`src/rtl/reg_file_ptr_if.sv`:
```
// ============================================================================
// Module  : reg_file_ptr_if
// Brief   : Bus bundle for reg_file_ptr: write port, two read ports, pair pointer.
// Rev     : 1.0  initial release
// ============================================================================
`default_nettype none

interface reg_file_ptr_if #(
   parameter int DATA_W   = 8,
   parameter int NUM_REGS = 16
);
   localparam int SEL_W = $clog2(NUM_REGS);

   logic [SEL_W-1:0]  a_sel;
   logic [SEL_W-1:0]  b_sel;
   logic [DATA_W-1:0] wr_data;
   logic              wr_en;
   logic              inc;
   logic              dec;
   logic [DATA_W-1:0] a_data;
   logic [DATA_W-1:0] b_data;
   logic [DATA_W-1:0] c_data;
   logic              ptr_wrap;

   modport master (
      output a_sel, b_sel, wr_data, wr_en, inc, dec,
      input  a_data, b_data, c_data, ptr_wrap
   );

   modport slave (
      input  a_sel, b_sel, wr_data, wr_en, inc, dec,
      output a_data, b_data, c_data, ptr_wrap
   );
endinterface

`default_nettype wire

```
`src/rtl/reg_file_ptr.sv`:
```
// ============================================================================
// Module  : reg_file_ptr
// Brief   : Register file with one write port, two read ports and a +/-1 pair pointer.
// Rev     : 1.0  initial release
// ============================================================================
`default_nettype none

module reg_file_ptr #(
   parameter int DATA_W   = 8,
   parameter int NUM_REGS = 16,
   parameter int BYPASS   = 0
) (
   input  logic           clk,
   input  logic           rst_n,
   reg_file_ptr_if.slave  bus
);
   localparam int SEL_W   = $clog2(NUM_REGS);
   localparam int c_depth = 1 << SEL_W;
   localparam logic [2*DATA_W-1:0] c_one = {{(2*DATA_W-1){1'b0}}, 1'b1};

   // Read view padded to the full select range so unused codes read as zero
   logic [DATA_W-1:0]   w_rd [c_depth];
   logic [SEL_W-1:0]    w_hi_sel;
   logic [2*DATA_W-1:0] w_pair;
   logic [2*DATA_W-1:0] w_pair_next;
   logic                w_collide;
   logic                w_step;
   logic                w_wrap;
   logic                r_ptr_wrap;

   always_comb begin
      w_hi_sel    = bus.b_sel | SEL_W'(1);
      w_pair      = {w_rd[w_hi_sel], w_rd[bus.b_sel]};
      w_collide   = bus.wr_en && ((bus.a_sel == bus.b_sel) || (bus.a_sel == w_hi_sel));
      w_step      = !bus.b_sel[0] && (bus.inc ^ bus.dec) && !w_collide;
      w_pair_next = bus.inc ? (w_pair + c_one) : (w_pair - c_one);
      w_wrap      = w_step && (bus.inc ? (&w_pair) : ~(|w_pair));
   end

   for (genvar i = 0; i < c_depth; i++) begin : g_reg
      if (i < NUM_REGS) begin : g_live
         localparam logic [SEL_W-1:0] c_idx = SEL_W'(i);
         logic [DATA_W-1:0] r_q;

         always_ff @(posedge clk or negedge rst_n) begin
            if (!rst_n) begin
               r_q <= '0;
            end else if (bus.wr_en && (bus.a_sel == c_idx)) begin
               r_q <= bus.wr_data;
            end else if (w_step && (bus.b_sel == c_idx)) begin
               r_q <= w_pair_next[DATA_W-1:0];
            end else if (w_step && (w_hi_sel == c_idx)) begin
               r_q <= w_pair_next[2*DATA_W-1:DATA_W];
            end
         end

         assign w_rd[i] = r_q;
      end else begin : g_pad
         assign w_rd[i] = '0;
      end
   end

   if (BYPASS != 0) begin : g_bypass
      assign bus.a_data = bus.wr_en ? bus.wr_data : w_rd[bus.a_sel];
      assign bus.b_data = (bus.wr_en && (bus.a_sel == bus.b_sel)) ? bus.wr_data
                                                                  : w_rd[bus.b_sel];
   end else begin : g_direct
      assign bus.a_data = w_rd[bus.a_sel];
      assign bus.b_data = w_rd[bus.b_sel];
   end

   // High byte of the pointer only exists for an even low select
   assign bus.c_data = bus.b_sel[0] ? '0 : w_rd[w_hi_sel];

   always_ff @(posedge clk or negedge rst_n) begin
      if (!rst_n) begin
         r_ptr_wrap <= 1'b0;
      end else begin
         r_ptr_wrap <= w_wrap;
      end
   end

   assign bus.ptr_wrap = r_ptr_wrap;

endmodule

`default_nettype wire

```
`src/flat_wrapper.sv`:
```
// flat-port wrapper written by rule: the top's interface ports become plain ports
module reg_file_ptr_flat 
#(
   parameter int DATA_W   = 8,
   parameter int NUM_REGS = 16,
   parameter int BYPASS   = 0
)
  (clk, rst_n, bus_a_sel, bus_b_sel, bus_wr_data, bus_wr_en, bus_inc, bus_dec, bus_a_data, bus_b_data, bus_c_data, bus_ptr_wrap);
  reg_file_ptr_if #(.DATA_W(DATA_W), .NUM_REGS(NUM_REGS)) bus_i ();
  input  logic clk;
  input  logic rst_n;
  input wire logic [$bits(bus_i.a_sel)-1:0] bus_a_sel;
  input wire logic [$bits(bus_i.b_sel)-1:0] bus_b_sel;
  input wire logic [$bits(bus_i.wr_data)-1:0] bus_wr_data;
  input wire logic [$bits(bus_i.wr_en)-1:0] bus_wr_en;
  input wire logic [$bits(bus_i.inc)-1:0] bus_inc;
  input wire logic [$bits(bus_i.dec)-1:0] bus_dec;
  output wire logic [$bits(bus_i.a_data)-1:0] bus_a_data;
  output wire logic [$bits(bus_i.b_data)-1:0] bus_b_data;
  output wire logic [$bits(bus_i.c_data)-1:0] bus_c_data;
  output wire logic [$bits(bus_i.ptr_wrap)-1:0] bus_ptr_wrap;
  assign bus_i.a_sel = bus_a_sel;
  assign bus_i.b_sel = bus_b_sel;
  assign bus_i.wr_data = bus_wr_data;
  assign bus_i.wr_en = bus_wr_en;
  assign bus_i.inc = bus_inc;
  assign bus_i.dec = bus_dec;
  assign bus_a_data = bus_i.a_data;
  assign bus_b_data = bus_i.b_data;
  assign bus_c_data = bus_i.c_data;
  assign bus_ptr_wrap = bus_i.ptr_wrap;
  reg_file_ptr #(.DATA_W(DATA_W), .NUM_REGS(NUM_REGS), .BYPASS(BYPASS)) u_core (.clk(clk), .rst_n(rst_n), .bus(bus_i));
endmodule
```
`config.mk`:
```
export PLATFORM = sky130hd
export DESIGN_NAME = reg_file_ptr_flat
export DESIGN_NICKNAME = d
export VERILOG_FILES = /design/src/rtl/reg_file_ptr_if.sv /design/src/rtl/reg_file_ptr.sv /design/src/flat_wrapper.sv
export SDC_FILE = /design/constraint.sdc
export NUM_CORES = 1
export LEC_CHECK = 0
export ABC_AREA = 1
export BUFFER_PORTS_ARGS = -buffer_cell sky130_fd_sc_hd__clkbuf_2
export CAP_MARGIN = 20
export CORE_AREA = 2 2 124 126
export CTS_BUF_LIST = sky130_fd_sc_hd__clkbuf_16
export DETAILED_ROUTE_END_ITERATION = 7
export DIE_AREA = 0 0 126 128
export GPL_TIMING_DRIVEN = 0
export PLACE_DENSITY = 0.84
export SYNTH_ARGS = -nofsm -noshare
export SYNTH_HDL_FRONTEND = slang
export SYNTH_SLANG_ARGS = --single-unit
```
`constraint.sdc`:
```
create_clock -name clk -period 3.4 [get_ports clk]
set_clock_uncertainty 0.05 [all_clocks]
set_input_delay 0.68 -clock clk [delete_from_list [all_inputs] [get_ports clk]]
set_output_delay 0.68 -clock clk [all_outputs]
set_load 0.01 [all_outputs]
```
# ---- Yosys cells after proc, flatten, opt, wreduce, memory -nomap -nowiden
# Cells that the tools add are included.
dict set report word_totals {
  regBits 129
  inputBits 21
  output_inout_bits 25
  wordCells 189
}
dict set report op_classes {
  n_addsub 2
  n_lt_le_gt_ge 3
  eq_ne 39
  mux 53
  bitwise_logic 5
  reduce_logical 70
}
# operator count
set ops {}
lappend ops {{$mux W8} 48}
lappend ops {{$bmux W8 S4} 3}
lappend ops {{$eq A4 B4 Y1 const B} 16}
lappend ops {{$logic_and A1 B1 Y1} 45}
lappend ops {{$eq A4 B3 Y1 const B} 8}
lappend ops {{$reduce_bool A3 Y1} 9}
lappend ops {{$add A16 B1 Y16 const B} 1}
lappend ops {{$eq A4 B2 Y1 const B} 4}
lappend ops {{$mux W16} 1}
lappend ops {{$reduce_and A16 Y1} 1}
lappend ops {{$reduce_or A16 Y1} 1}
lappend ops {{$sub A16 B1 Y16 const B} 1}
lappend ops {{$ge A5 B5 Y1 const B} 3}
lappend ops {{$not A4 Y5} 3}
lappend ops {{$reduce_bool A2 Y1} 7}
lappend ops {{$eq A3 B3 Y1 const B} 4}
lappend ops {{$logic_not A4 Y1} 3}
lappend ops {{$eq A4 B1 Y1 const B} 2}
lappend ops {{$eq A4 B4 Y1} 2}
lappend ops {{$eq A3 B2 Y1 const B} 2}
lappend ops {{$eq A3 B1 Y1 const B} 1}
lappend ops {{$logic_not A3 Y1} 1}
lappend ops {{$logic_not A1 Y1} 2}
lappend ops {{$logic_or A1 B1 Y1} 1}
lappend ops {{other kinds (3)} 3}

# ---- Depth between registers and ports, before layout
dict set report logic_depth {
  word_depth 9
  ltp_mapped 22
  depth_no_buf 20
}

# ---- Least setup slack after synthesis
# OpenSTA, ideal clock, no wires.
dict set report synth_timing {
  path_type {in2reg}
  startpoint {in bus_b_sel[0]}
  endpoint {reg u_core.g_reg[0].g_live.r_q[6]}
  setup_time_ps 151
  arrival_time_ps 3265
  required_time_ps 3199
  setup_slack_ps -66
  cell_stages 16
  n_path_buf 2
  path_cell_list {buf_4 > nand2_1 > inv_2 > buf_6 > a22oi_1 > nand2_1 > nand2_1 > nand4_1 > fa_1 > nand3_1 > nand2_1 > nand2_1 > a21oi_1 > or2_2 > xnor2_1 > o221ai_1}
}
dict set report synth_via {
  elab_chain_cells 9
  elab_cells_between_ends 21
  cone_classes {add/sub: 2; eq/ne: 1; mux: 7; bitwise: 1; reduce/logical: 10}
}
# item line
set synth_rtl {}
lappend synth_rtl {{start, declared} flat_wrapper.sv:13} ;# input wire logic [$bits(bus_i.b_sel)-1:0] bus_b_sel;
lappend synth_rtl {{$not A4 Y5 (*)} --}
lappend synth_rtl {{$bmux W8 S4 (*)} --}
lappend synth_rtl {{$mux W8 (*) (2 in a row)} --}
lappend synth_rtl {{net bus_b_data[1]} flat_wrapper.sv:19} ;# output wire logic [$bits(bus_i.b_data)-1:0] bus_b_data;
lappend synth_rtl {{$sub A16 B1 Y16 / $add A16 B1 Y16 (equally long branches)} reg_file_ptr.sv:36} ;# w_pair_next = bus.inc ? (w_pair + c_one) : (w_pair - c_one);
lappend synth_rtl {{$mux W16 (*)} reg_file_ptr.sv:36}
lappend synth_rtl {{$mux W8} reg_file_ptr.sv:52} ;# end else if (w_step && (w_hi_sel == c_idx)) begin
lappend synth_rtl {{$mux W8 (*)} reg_file_ptr.sv:50} ;# end else if (w_step && (bus.b_sel == c_idx)) begin
lappend synth_rtl {{$mux W8 (*)} reg_file_ptr.sv:48} ;# end else if (bus.wr_en && (bus.a_sel == c_idx)) begin
lappend synth_rtl {{end signal, assigned} reg_file_ptr.sv:49} ;# r_q <= bus.wr_data;
lappend synth_rtl {{end signal, assigned} reg_file_ptr.sv:51} ;# r_q <= w_pair_next[DATA_W-1:0];
lappend synth_rtl {{end signal, assigned} reg_file_ptr.sv:53} ;# r_q <= w_pair_next[2*DATA_W-1:DATA_W];
lappend synth_rtl {{end, declared} reg_file_ptr.sv:43} ;# logic [DATA_W-1:0] r_q;
# The timed path passes the listed nets; every way through them passes the cells marked *. The select of a mux whose other input is x is not followed.
# A chain may end at the register's enable or synchronous reset.

# ---- Final worst setup path
dict set report layout_timing {
  startpoint {in bus_a_sel[1]}
  endpoint {out bus_a_data[5]}
}
dict set report layout_via {
  elab_chain_cells 4
}
# item line
set layout_rtl {}
lappend layout_rtl {{start, declared} flat_wrapper.sv:12} ;# input wire logic [$bits(bus_i.a_sel)-1:0] bus_a_sel;
lappend layout_rtl {{$not A4 Y5 (not written as such)} reg_file_ptr.sv:68} ;# assign bus.a_data = w_rd[bus.a_sel];
lappend layout_rtl {{$bmux W8 S4} reg_file_ptr.sv:68}
lappend layout_rtl {{$mux W8 (not written as such) (2 in a row)} reg_file_ptr.sv:68}
lappend layout_rtl {{end, declared} flat_wrapper.sv:18} ;# output wire logic [$bits(bus_i.a_data)-1:0] bus_a_data;
# Every way passes these cells. The select of a mux whose other input is x is not followed.

==> run metrics <==
Clock Sinks=129; critical path class=in2out; Avg WL per Cell=27.00 um; Sequential Power Share=34.0%; WP data arrival=2.77 ns; most frequent cells in the layout=271 x nand2_1, 152 x inv_1, 129 x dfrtp_1; main combinational cell family by area after synthesis=compound AO/OA/AOI/OAI gates; DR pass1 iterations=8; Vias/cell=7.311; most common cell after layout, fill and taps aside=nand2_1; # rows=45; vias after detailed routing=11.11k; Nets=1355; first-pass GRT wire length=60030 um; WP data required=2.67 ns; Synth Area in XOR/XNOR=1.050%; PortBufs=44; EDFF count, synth=0; H-tree lvl count=4; Top FF cell, synth=dfrtp_1; placed cells=1461; Psw=0.003434 W; FF+latch count, synth=129; crit share post-route=102.9%; violated checks=design-rule violations, negative setup slack; final WL=41010 um; Max-cap violations=0; Worst Tran Pin Value=0.8628 ns; GR Util All Layers=50.13%; Setup WS post-layout=-0.09701 ns; Die H=128 um; ant diodes=0; Starting Density=61.72%; clock slew at reported path FFs=0.06 ns; Final Hold Slack=0.1377 ns; Post-Layout Cell Count=1519; Pwr Density=723.5 nW/um^2; largest net degree at the start of global routing=79; P_int=0.004385 W; post-synthesis compound-gate area fraction=28.06%; post-synthesis mux area share=0%; Clk pwr share=21.5%; combinational share of power=44.5%; post-synthesis cell area=9174 um^2; total grt overflow=0; Post-Synth Simple-Gate Area=23.51%; RSZ-0062 raised after global routing=true; die width=126 um; # IOs=46; cts bufs inserted=17; Synth Warn #=0; min Tclk post-route=3.497 ns; VDD IR max=0.0004210 V; CTS Buffer Depth=2; CTS root buf=clkbuf_16; Unique masters post-synth=42; hpwl dp=28470 um; die area=16130 um^2; outcome=finished, violations left; LEAKAGE=5.184 nW; synthesized area per cell=7.471 um^2; Clk Latency, worst-skew pair=0.45 ns; Final Hold Fails=0; final setup vio count=18; global placer's final weighted congestion=1.057; Hold WC Path Type=in2async; Area Overhead vs Synth=17.80%; Fmax=286.0 MHz; Mapped Nets=1264; 1st-iter DRT viols=2323; cells after synthesis=1228; reg-to-reg slack, setup=0.18 ns; initial antenna violation count=0; final max-slew violation count=0; Post-Synth Adder-Cell Area=2.128%; vias in the first global route=10.35k; DRC viols=8; sequential area share after synthesis=35.19%; Max transition margin=42.42%; sw frac=43.92%; reg2reg end=u_core.g_reg[7].g_live.r_q[6]$_DFFE_PN0P_; worst r2r path cells=20; CP Launch Type=input port; Final TNS setup=-0.7588 ns; worst flop-to-flop path startpoint=u_core.g_reg[13].g_live.r_q[0]$_DFFE_PN0P_; CTS tree=built; crit path capture type=primary output; share of layout cells above drive strength 1=16.98%; post-route ant nets=0; FFs w/ async S/R, synth=100.0%; total core area=14860 um^2; critical path peak fanout=10
==> power groups by stage <==
stage | logic, W | clock network, W | registers [W]
6_report | 0.00348 | 0.00168 | 0.00266
3_5_place_dp | 0.00281 | 0 | 0.00262
5_1_grt | 0.00368 | 0.00171 | 0.00269
2_1_floorplan | 0.00200 | 0 | 0.00244
4_1_cts | 0.00300 | 0.00163 | 0.00261
3_3_place_gp | 0.00273 | 0 | 0.00262
==> repair_timing <==
action,4_1_cts,5_1_grt
hold buffers,0,0
gates resized for setup,29,68
gates cloned,0,0
setup endpoints to repair,81,104
pin swaps,7,16
buffers inserted,10,17
==> logic make-up (layout without fill, tap and decap cells) <==
group                    count (synthesis)  count (layout)
XOR/XNOR                                 8               8
adder cells (fa/ha/maj)                 15              15
AO/OA/AOI/OAI                          373             373
flip-flops                             129             129
AND/OR/NAND/NOR                        484             484
buffers and inverters                  219             322
==> state kept, by name, summed over array words and instances, names as in the netlist <==
register and flops:
u_core.g.g_live.r_q 128, u_core.bus.ptr_wrap 1
==> stage by stage <==
stage | util [%] | total power, W | area (um^2) | worst slack (ns)
6_report | 72.70 | 0.007819 | 10810 | -0.09701
5_1_grt | 72.70 | 0.008079 | 10810 | -0.1404
4_1_cts | 69.95 | 0.007235 | 10400 | 0.0009612
3_5_place_dp | 65.09 | 0.005430 | 9676 | -1.180
3_3_place_gp | 64.85 | 0.005348 | 9639 | -1.133
2_1_floorplan | - | 0.004438 | 9184 | 0.008920
==> synth_stat cells, types with 2 or more instances <==
cell        n  area, um^2
nand2_1   282        1059
inv_1     151       566.8
dfrtp_1   129        3228
a22oi_1   111       833.3
o22ai_1    79       494.2
nand3_1    74       370.4
nor2_1     73       274.0
o221ai_1   50       437.9
a21oi_1    49       245.2
o21ai_0    33       165.2
o21bai_1   25       187.7
clkbuf_1   19       71.32
inv_2      19       71.32
nand2_2    15       93.84
ha_1       14       175.2
buf_6       9       101.4
nand4_1     9       56.30
buf_2       8       40.04
nand2_4     8       90.09
o211ai_1    8       60.06
a221oi_1    7       61.31
nor2_4      7       78.83
buf_4       6       45.04
clkinv_1    6       22.52
a31oi_1     4       25.02
nor3_1      4       20.02
or4_1       4       30.03
xnor2_1     4       35.03
a21o_1      2       15.01
nand3_2     2       20.02
nor2_2      2       12.51
nor2_8      2       40.04
o21ai_1     2       10.01
or2_2       2       12.51
xor2_1      2       17.52
==> cell type report <==
class                      count  area, um^2
clock buffer                  17       425.4
multi-input combinational    880        5328
sequential                   129        3228
inverter                     177       676.9
fill                        1172        4058
clock inverter                14       82.58
timing repair buffer          72       513.0
tap                          188       235.2
buffer                        42       317.8
==> per-layer routing <==
layer	GRT usage [%]	share of wire (%)	routed length [um]	vias to the layer above
met1	63.05	34	13830	4984
li1	-	-	-	4535
met5	0	0	0	-
met2	72.33	41	16780	1225
met3	19.66	17	6804	361
met4	31.54	8.8	3607	0
==> how the worst max path moves through the flow <==
stage                       startpoint                                         end  slack, ns  cells after the start
final                     bus_a_sel[1]                               bus_a_data[5]       -0.1                      9
after global routing      bus_b_sel[0]  u_core.g_reg[11].g_live.r_q[6]$_DFFE_PN0P_      -0.14                     21
after CTS                 bus_b_sel[0]   u_core.g_reg[7].g_live.r_q[6]$_DFFE_PN0P_      0.001                     22
after detailed placement  bus_b_sel[0]   u_core.g_reg[7].g_live.r_q[2]$_DFFE_PN0P_      -1.18                     15
after global placement    bus_b_sel[0]   u_core.g_reg[9].g_live.r_q[2]$_DFFE_PN0P_      -1.13                     15
after floorplan           bus_b_sel[0]  u_core.g_reg[11].g_live.r_q[6]$_DFFE_PN0P_      0.009                     18
==> critical path: stages <==
cell and delay, ns:
clkbuf_2 0.15, inv_1 0.07, nor2_1 0.04, inv_1 0.28
clkbuf_1 0.58, o22ai_1 0.13, o21ai_0 0.40, nand4_1 0.23
clkbuf_2 0.19
Power figures use the tool's default switching activity.
